File: config.mk
export PLATFORM = sky130hd
export DESIGN_NAME = spi_master_module_flat
export DESIGN_NICKNAME = d
export VERILOG_FILES = /design/src/rtl/spi_master_module_if.sv /design/src/rtl/spi_master_module.sv /design/src/flat_wrapper.sv
export SDC_FILE = /design/constraint.sdc
export NUM_CORES = 1
export LEC_CHECK = 0
export BUFFER_PORTS_ARGS = -buffer_cell sky130_fd_sc_hd__buf_4
export CAP_MARGIN = 5
export CORE_ASPECT_RATIO = 0.7
export CORE_MARGIN = 5
export CORE_UTILIZATION = 43
export DETAILED_ROUTE_END_ITERATION = 10
export PLACE_DENSITY_LB_ADDON = 0.12
export REMOVE_ABC_BUFFERS = 1
export SYNTH_ARGS = -nofsm -noshare
export SYNTH_HDL_FRONTEND = slang
export SYNTH_SLANG_ARGS = --single-unit
File: constraint.sdc
create_clock -name clk -period 1.75 [get_ports clk]
set_input_delay 0.35 -clock clk [delete_from_list [all_inputs] [get_ports clk]]
set_output_delay 0.35 -clock clk [all_outputs]
set_load 0.01 [all_outputs]
File: src/rtl/spi_master_module_if.sv
// Byte-stream handshake between a host and spi_master_module.
//   iValid/iData/iLast : host offers a byte (MSB first on the wire) and marks frame end
//   oReady             : block accepts the offered byte this cycle
//   oData/oDone        : last received byte and its one-cycle update strobe
//   oBusy              : block is not idle
// master = host side, slave = spi_master_module side.
interface spi_master_module_if;
  logic       iValid;
  logic [7:0] iData;
  logic       iLast;
  logic       oReady;
  logic [7:0] oData;
  logic       oDone;
  logic       oBusy;

  modport master (output iValid, iData, iLast, input oReady, oData, oDone, oBusy);
  modport slave  (input iValid, iData, iLast, output oReady, oData, oDone, oBusy);
endinterface

File: src/rtl/spi_master_module.sv
// SPI mode-0 master that frames a stream of bytes under one chip select.
//   clk, rst_n : system clock, asynchronous active-low reset
//   bus        : byte handshake (see spi_master_module_if)
//   ncs        : active-low chip select
//   sck        : SPI clock, idles low
//   mosi       : serial data out, MSB first, changes only while sck is low
//   miso       : serial data in, passed through a 2-flop synchroniser
module spi_master_module #(
  parameter int SCK_HALF = 4,
  parameter int CS_SETUP = 2,
  parameter int CS_HOLD  = 2,
  parameter int CS_GAP   = 4
) (
  input  logic                  clk,
  input  logic                  rst_n,
  spi_master_module_if.slave    bus,
  output logic                  ncs,
  output logic                  sck,
  output logic                  mosi,
  input  logic                  miso
);

  typedef enum logic [2:0] {IDLE, SETUP, SHIFT, WAIT, HOLD, GAP} state_t;

  state_t      state, state_nxt;
  logic [7:0]  cnt;
  logic [7:0]  cnt_lim;
  logic [2:0]  bit_cnt;
  logic [7:0]  tx_sh;
  logic [7:0]  rx_sh;
  logic [7:0]  rx_nxt;
  logic [7:0]  data_r;
  logic        last;
  logic        armed;
  logic        done_r;
  logic        miso_p0, miso_p1;
  logic        ready, accept, cnt_end, sample, byte_end;

  // Per-state dwell length; IDLE/WAIT use 0 so cnt simply stays cleared there.
  always_comb begin
    cnt_lim = 8'd0;
    case (state)
      SETUP:   cnt_lim = 8'(CS_SETUP - 1);
      SHIFT:   cnt_lim = 8'(SCK_HALF - 1);
      HOLD:    cnt_lim = 8'(CS_HOLD - 1);
      GAP:     cnt_lim = 8'(CS_GAP - 1);
      default: cnt_lim = 8'd0;
    endcase
  end

  // armed keeps oReady low while in reset and releases it on the first edge after.
  // The oDone cycle is excluded so a completed byte is always visible before the next one is taken.
  assign ready    = armed && ((state == IDLE) || ((state == WAIT) && !done_r));
  assign accept   = bus.iValid && ready;
  assign cnt_end  = (cnt == cnt_lim);
  // miso is captured at the end of the first cycle sck is high.
  assign sample   = (state == SHIFT) && sck && (cnt == 8'd0);
  assign byte_end = (state == SHIFT) && sck && cnt_end && (bit_cnt == 3'd7);
  // With SCK_HALF=1 the last sample and the byte end share a cycle, so oData takes the merged value.
  assign rx_nxt   = sample ? {rx_sh[6:0], miso_p1} : rx_sh;

  always_comb begin
    state_nxt = state;
    case (state)
      IDLE:    if (accept)   state_nxt = SETUP;
      SETUP:   if (cnt_end)  state_nxt = SHIFT;
      SHIFT:   if (byte_end) state_nxt = last ? HOLD : WAIT;
      WAIT:    if (accept)   state_nxt = SHIFT;
      HOLD:    if (cnt_end)  state_nxt = GAP;
      GAP:     if (cnt_end)  state_nxt = IDLE;
      default: state_nxt = IDLE;
    endcase
  end

  always_ff @(posedge clk or negedge rst_n) begin
    if (!rst_n) begin
      state   <= IDLE;
      cnt     <= 8'd0;
      bit_cnt <= 3'd0;
      tx_sh   <= 8'd0;
      rx_sh   <= 8'd0;
      data_r  <= 8'd0;
      last    <= 1'b0;
      armed   <= 1'b0;
      done_r  <= 1'b0;
      miso_p0 <= 1'b0;
      miso_p1 <= 1'b0;
      ncs     <= 1'b1;
      sck     <= 1'b0;
      mosi    <= 1'b0;
    end else begin
      // stage p0 -> p1: miso synchroniser
      miso_p0 <= miso;
      miso_p1 <= miso_p0;
      armed   <= 1'b1;
      state   <= state_nxt;
      done_r  <= 1'b0;
      rx_sh   <= rx_nxt;
      cnt     <= ((state != state_nxt) || cnt_end) ? 8'd0 : cnt + 8'd1;

      if (accept) begin
        tx_sh   <= bus.iData;
        last    <= bus.iLast;
        mosi    <= bus.iData[7];
        ncs     <= 1'b0;
        sck     <= 1'b0;
        bit_cnt <= 3'd0;
        rx_sh   <= 8'd0;
      end

      if ((state == SHIFT) && cnt_end) begin
        if (!sck) begin
          sck <= 1'b1;
        end else begin
          sck <= 1'b0;
          if (bit_cnt == 3'd7) begin
            done_r <= 1'b1;
            data_r <= rx_nxt;
          end else begin
            // next bit goes out on the falling edge
            bit_cnt <= bit_cnt + 3'd1;
            tx_sh   <= {tx_sh[6:0], 1'b0};
            mosi    <= tx_sh[6];
          end
        end
      end

      if ((state == HOLD) && cnt_end) begin
        ncs  <= 1'b1;
        mosi <= 1'b0;
      end
    end
  end

  assign bus.oReady = ready;
  assign bus.oData  = data_r;
  assign bus.oDone  = done_r;
  assign bus.oBusy  = (state != IDLE);

endmodule

File: src/flat_wrapper.sv
// flat-port wrapper written by rule: the top's interface ports become plain ports
module spi_master_module_flat 
#(
  parameter int SCK_HALF = 4,
  parameter int CS_SETUP = 2,
  parameter int CS_HOLD  = 2,
  parameter int CS_GAP   = 4
)
  (clk, rst_n, ncs, sck, mosi, miso, bus_iValid, bus_iData, bus_iLast, bus_oReady, bus_oData, bus_oDone, bus_oBusy);
  spi_master_module_if bus_i ();
  input  logic clk;
  input  logic rst_n;
  output logic ncs;
  output logic sck;
  output logic mosi;
  input  logic miso;
  input wire logic [$bits(bus_i.iValid)-1:0] bus_iValid;
  input wire logic [$bits(bus_i.iData)-1:0] bus_iData;
  input wire logic [$bits(bus_i.iLast)-1:0] bus_iLast;
  output wire logic [$bits(bus_i.oReady)-1:0] bus_oReady;
  output wire logic [$bits(bus_i.oData)-1:0] bus_oData;
  output wire logic [$bits(bus_i.oDone)-1:0] bus_oDone;
  output wire logic [$bits(bus_i.oBusy)-1:0] bus_oBusy;
  assign bus_i.iValid = bus_iValid;
  assign bus_i.iData = bus_iData;
  assign bus_i.iLast = bus_iLast;
  assign bus_oReady = bus_i.oReady;
  assign bus_oData = bus_i.oData;
  assign bus_oDone = bus_i.oDone;
  assign bus_oBusy = bus_i.oBusy;
  spi_master_module #(.SCK_HALF(SCK_HALF), .CS_SETUP(CS_SETUP), .CS_HOLD(CS_HOLD), .CS_GAP(CS_GAP)) u_core (.clk(clk), .rst_n(rst_n), .bus(bus_i), .ncs(ncs), .sck(sck), .mosi(mosi), .miso(miso));
endmodule
* After elaboration in Yosys (flattened, before gate mapping)
Index checks and enable logic that the tools add are counted.
Storage, ports and cells: register bits 46, bits in latches 0, bits in writable memories 0, ROM bits 0, input bits 13, output and inout bits 14, logic and storage cells 76, memories kept 0
Cells by class: add/subtract/negate cells 2, $mul 0, divide/modulo/power cells 0, magnitude comparators 0, eq/ne operators 8, shift-type cells 0, muxes and demuxes 32, bitwise gates (word level) 0, reduce and logical (&&, ||, !) cells 20
Operators by type and width (count):
- 8-bit two-way mux | 7
- 3-bit two-way mux | 11
- 3-bit case mux with 6 select lines | 1
- 1-bit two-way mux | 12
- 3-bit equality test, second input constant | 3
- 1-bit logical AND | 9
- 8-bit by 1-bit adder with 8-bit output, second input constant | 1
- 8-bit by 2-bit equality test with 1-bit output | 1
- 8-bit zero test | 1
- 3-bit by 2-bit equality test with 1-bit output, second input constant | 2
- 2-bit case mux with 2 select lines | 1
- 2-bit nonzero test | 2
- 2-bit OR reduction | 2
- 3-bit by 1-bit adder with 3-bit output, second input constant | 1
- 3-bit by 1-bit equality test with 1-bit output, second input constant | 1
- 3-bit zero test | 1
- 3-bit inequality test | 1
- 3-bit AND reduction | 1
- 3-bit nonzero test | 1
- 1-bit logical OR | 2
- 1-bit zero test | 1

* Logic depth before layout (Yosys ltp)
word-level depth 11, depth in mapped cells 7

* Worst setup path before layout
No wires, ideal clock.
path kind flip-flop to flip-flop, start reg u_core.state[0], end reg u_core.mosi, arrival 1.636 ns, required time 1.629 ns, setup slack -0.007 ns, cell stages (with the launch flop) 6, period minus slack after synthesis 1.757 ns, path through dfrtp_1 -> or2_2 -> a211oi_4 -> mux2_4 -> nand3_2 -> o21ai_2
On the way: longest elaborated chain between the ends 10, elaborated cells between the ends (all ways) 21
RTL lines:
- start, declared | RTL line spi_master_module.sv:25 | state_t state, state_nxt;
- start signal, assigned | RTL line spi_master_module.sv:96 | state <= state_nxt;
- branches (longest 9 deep; another with 8-bit by 2-bit equality test with 1-bit output)
- 1-bit two-way mux (*) | RTL line spi_master_module.sv:128 | if ((state == HOLD) && cnt_end) begin
- end signal, assigned | RTL line spi_master_module.sv:104 | mosi <= bus.iData[7];
- end signal, assigned | RTL line spi_master_module.sv:123 | mosi <= tx_sh[6];
- end, declared | RTL line spi_master_module.sv:19 | output logic mosi,
Every way passes the cells marked *. A chain may end at the register's enable or synchronous reset.

* Worst setup path in the final report
start reg u_core.state[2], end reg u_core.sck
On the way: longest elaborated chain between the ends 6, elaborated cells between the ends (all ways) 17
RTL lines:
- 3-bit equality test (tied with other cells) | RTL line spi_master_module.sv:42 | case (state)
- 2-bit OR reduction (no source line) or 1-bit logical AND (tied branches)
- 2-bit case mux with 2 select lines or 1-bit logical OR (tied branches) | RTL line spi_master_module.sv:42, spi_master_module.sv:53
- 8-bit by 2-bit equality test with 1-bit output or 1-bit logical AND (tied branches) | RTL line spi_master_module.sv:55, spi_master_module.sv:53
- 1-bit logical AND, on equally long branches | RTL line spi_master_module.sv:111, spi_master_module.sv:54
- 1-bit two-way mux or 2-bit nonzero test (tied branches)
- end signal, assigned | RTL line spi_master_module.sv:106 | sck <= 1'b0;
- end signal, assigned | RTL line spi_master_module.sv:113 | sck <= 1'b1;
- end signal, assigned | RTL line spi_master_module.sv:115 | sck <= 1'b0;
- end, declared | RTL line spi_master_module.sv:18 | output logic sck,
Parallel ways exist; a longest one is shown, timed or not.

==> key figures <==
Logic synthesis
  • Register area share after synthesis: 51.5%
  • Synth Warn #: 0
  • Post-Synth Simple-Gate Area: a little under a fifth
  • Commonest cells post-synth: 44 x dfrtp_1, 24 x nor2_1, 22 x nand2_1
  • Synth unique cells: between 40 and 50
  • Post-synth top area share: 50.3%
  • Syn Area/Cell: 10.7 sq um
  • Synth top area cells: dfrtp_1 50%, mux2i_1 6.9%, nor2_1 4.1%
  • Post-Synthesis Cell Area: roughly 2200 sq um
  • Largest family of logic cells by synthesized area: simple AND/OR/NAND/NOR gates
  • Seq cells post-synth: 45
  • Count leader, synth: dfrtp_1
  • Compound-gate portion of the synthesized area: 13.8%
  • FFs w/ async S/R, synth: 100%
  • Mux contribution to synthesized area: 7.54%
  • Mapped Cells: 205
  • Post-synthesis adder-cell area fraction: ~2.3%
  • XOR/XNOR Fraction of Synth Area: 2.80%
  • Synth Flop Type: dfrtp_1
  • Number of synthesized flops with an enable pin: 0
  • Largest area contributor in the netlist: dfrtp_1

Place
  • Buffers on Ports: 26
  • Gp weighted congestion: 0.860
  • Placed Cells: 312
  • Post-DP HPWL: 3.61 mm

Global routing
  • GRT overflow: 0
  • First-pass GRT wire length: about 9 mm
  • GRT Overall Usage: 17.0%
  • Initial antenna violation count: 0
  • Number of global-route vias before repair: 1900
  • Largest net degree at the start of global routing: 46

Cells and area
  • Layout net count: around 290
  • Layout Cells excl Fill: 338
  • FILL cells: 407
  • Area growth, synth to finish: 37.9%
  • Diode count: 0
  • Utilization after layout: 62.2%
  • Layout cells sized above 1: 43.1%

Clock tree
  • Clk slew on worst S/H paths: around 90 ps
  • CTS tree: done
  • Total clock sinks: 45
  • H-tree depth: 2
  • Root Buffer: clkbuf_8
  • Clk Latency, worst-skew pair: roughly 290 ps
  • Total CTS buffers: 5
  • Cts hold-fix bufs: 0
  • Clock Path Buffers: 2

Critical path
  • Critical Path AT: 2160 ps
  • Worst r2r path cells: 6
  • Critical Path Source: u_core.state[2]
  • Worst Setup Start Kind: flip-flop
  • Crit path max-delay cell type: dfrtp_2
  • Critical Path End Type: flip-flop
  • Cells along the critical path: buf_6 -> nor4bb_2 -> a41o_4 -> o211ai_2 -> nor4_2 -> mux2i_1
  • CP bufs+invs: 1
  • Required @ worst endpoint: 1950 ps
  • Worst Setup Path Type: flip-flop to flip-flop
  • CP Capture Point: u_core.sck
  • Crit path max-delay family: simple AND/OR/NAND/NOR gates
  • Worst-path maximum fanout: 5
  • Internal reg-to-reg setup slack: -210 ps
  • Worst path max stage delay: 460 ps
  • Worst r2r src: u_core.state[2]
  • Crit path depth: 6
  • Worst reg2reg endpoint: u_core.sck

Min path
  • Hold Path Class: input port to async pin

Run
  • Number of max-cap violations: 0

Pwr
  • Seq pwr share: around 40%
  • Final Power: 4430 uW
  • Clock power share: between 10% and 20%
  • Net Sw Frac: about two fifths
  • Int Power: approximately 2700 uW
  • LEAKAGE: 0.00138 uW
  • Logic pwr share: 44.8%
  • IR drop worst, VDD: 0.765 mV
  • Pwr dens: 1470 nW/um^2
  • P_sw: 1700 uW

Die
  • Die width: 95.3 um
  • Die H: 69.7 um
  • Core Region: 4860 sq um
  • Top Ports: 27
  • Full die area: 6650 sq um
  • Initial core utilization: 45.1%
  • Row count: 21

Drt
  • DR WL/cell: 16.5 um
  • Routed via count: 1789
  • Remaining antenna violation count: 0
  • Via density: ~5.3
  • DRC viols: 0
  • First-pass iteration count of the detailed router: 4
  • DR iter-0 viols: 63
  • Routed WL: 5.58 mm

Run status
  • Violated checks: setup timing
  • Status: finished with violations

Timing
  • Final setup violation count: 25
  • Slew headroom: 61.6%
  • Final hold violations: 0
  • Min Tclk post-route: ~2000 ps
  • Worst-margin pin slew: between 500 and 600 ps
  • Part of the cycle the worst path needs: 112%
  • RSZ-0062 raised after global routing: true
  • Fin Hold WS: between 40 and 50 ps
  • Post-route setup slack: -210 ps
  • Max-slew violations: 0
  • TNS Setup: -1440 ps
  • Highest clock rate: 510 MHz
  • Worst Skew: 8.16 ps
[worst reg2reg max path: stages, from the launching register on]
cell and delay, ps:
dfrtp_2 460, buf_6 140, nor4bb_2 310, a41o_4 190
o211ai_2 140, nor4_2 360, mux2i_1 270
[per-layer routing]
| metal | share of wire (%) | global-route usage (%) |
|---|---|---|
| met1 | 44 | 21.5 |
| met2 | 50 | 28.3 |
| met3 | 4.4 | 4.34 |
| met4 | 1.7 | 5.28 |
| met5 | 0 | 0 |
[layout by cell type, fill, tap and decap left out, types with 3 or more instances in the layout]
| cell type | n |
|---|---|
| xnor2_1 | 3 |
| dfrtp_1 | 41 |
| ha_1 | 4 |
| clkbuf_8 | 5 |
| mux2i_1 | 7 |
| dfrtp_2 | 3 |
| mux2i_2 | 6 |
| inv_1 | 4 |
| o21ai_1 | 13 |
| nand3_1 | 8 |
| a21oi_1 | 10 |
| buf_6 | 9 |
| xor2_1 | 4 |
| buf_4 | 55 |
| and3_1 | 3 |
| nand2_1 | 22 |
| nor2_1 | 24 |
[how the worst min path moves through the flow]
stage | startpoint | end | slack, ps | depth (start not counted)
detailed placement | u_core.miso_p0 | u_core.miso_p1 | 350 | 0
global placement | u_core.miso_p0 | u_core.miso_p1 | 330 | 0
CTS | rst_n | u_core.bus.oData[3] | 70 | 1
finish | rst_n | u_core.armed | 50 | 1
global route | rst_n | u_core.armed | 90 | 1
floorplan | rst_n | u_core.armed | 50 | 0
[power by group through the flow]
stage | Clock (uW) | Sequential (uW) | Combinational, uW
floorplan | 0 | 1750 | 896
global placement | 0 | 1710 | 1510
detailed placement | 0 | 1750 | 1590
CTS | 665 | 1730 | 1730
global route | 715 | 1850 | 2170
finish | 648 | 1800 | 1980
[metrics by stage]
| stage | setup WS, ps | area, sq um |
|---|---|---|
| detailed placement | -140 | 2590 |
| global placement | -29.9 | 2590 |
| CTS | -52.3 | 2800 |
| global route | -328 | 3020 |
| floorplan | -526 | 2130 |
| finish | -210 | 3020 |
[cells by family after synthesis]
kind of cell	after synthesis
AND/OR/NAND/NOR	74
adder cells (fa/ha/maj)	4
other	1
XOR/XNOR	7
multiplexers	16
flip-flops	45
AO/OA/AOI/OAI	42
buffers and inverters	16
[sequential cells by signal, summed over array words and instances, names as in the netlist, 3 cells and up]
name / cells
u_core.tx_sh: 7
u_core.rx_sh: 8
u_core.state: 3
u_core.bit_cnt: 3
u_core.bus.oData: 8
u_core.cnt: 8
[repair_timing]
item                                    4_1_cts  5_1_grt
pin swaps                                     5       13
buffers inserted                             11        8
gates cloned                                  0        2
resized for setup                            13       32
endpoints found under the setup margin       33       41
[cell type report]
| type | instances | area, sq um | area share, % |
|---|---|---|---|
| Clock buffer | 5 | 68.8 | 2.28 |
| Clock inverter | 3 | 21.3 | 0.704 |
| Inverter | 6 | 22.5 | 0.745 |
| Multi-Input combinational cell | 144 | 1130 | 37.5 |
| Sequential cell | 45 | 1130 | 37.4 |
| Tap cell | 69 | 86.3 | 2.86 |
| Timing Repair Buffer | 66 | 559 | 18.5 |
No activity file was read; power rests on OpenSTA's default activity.
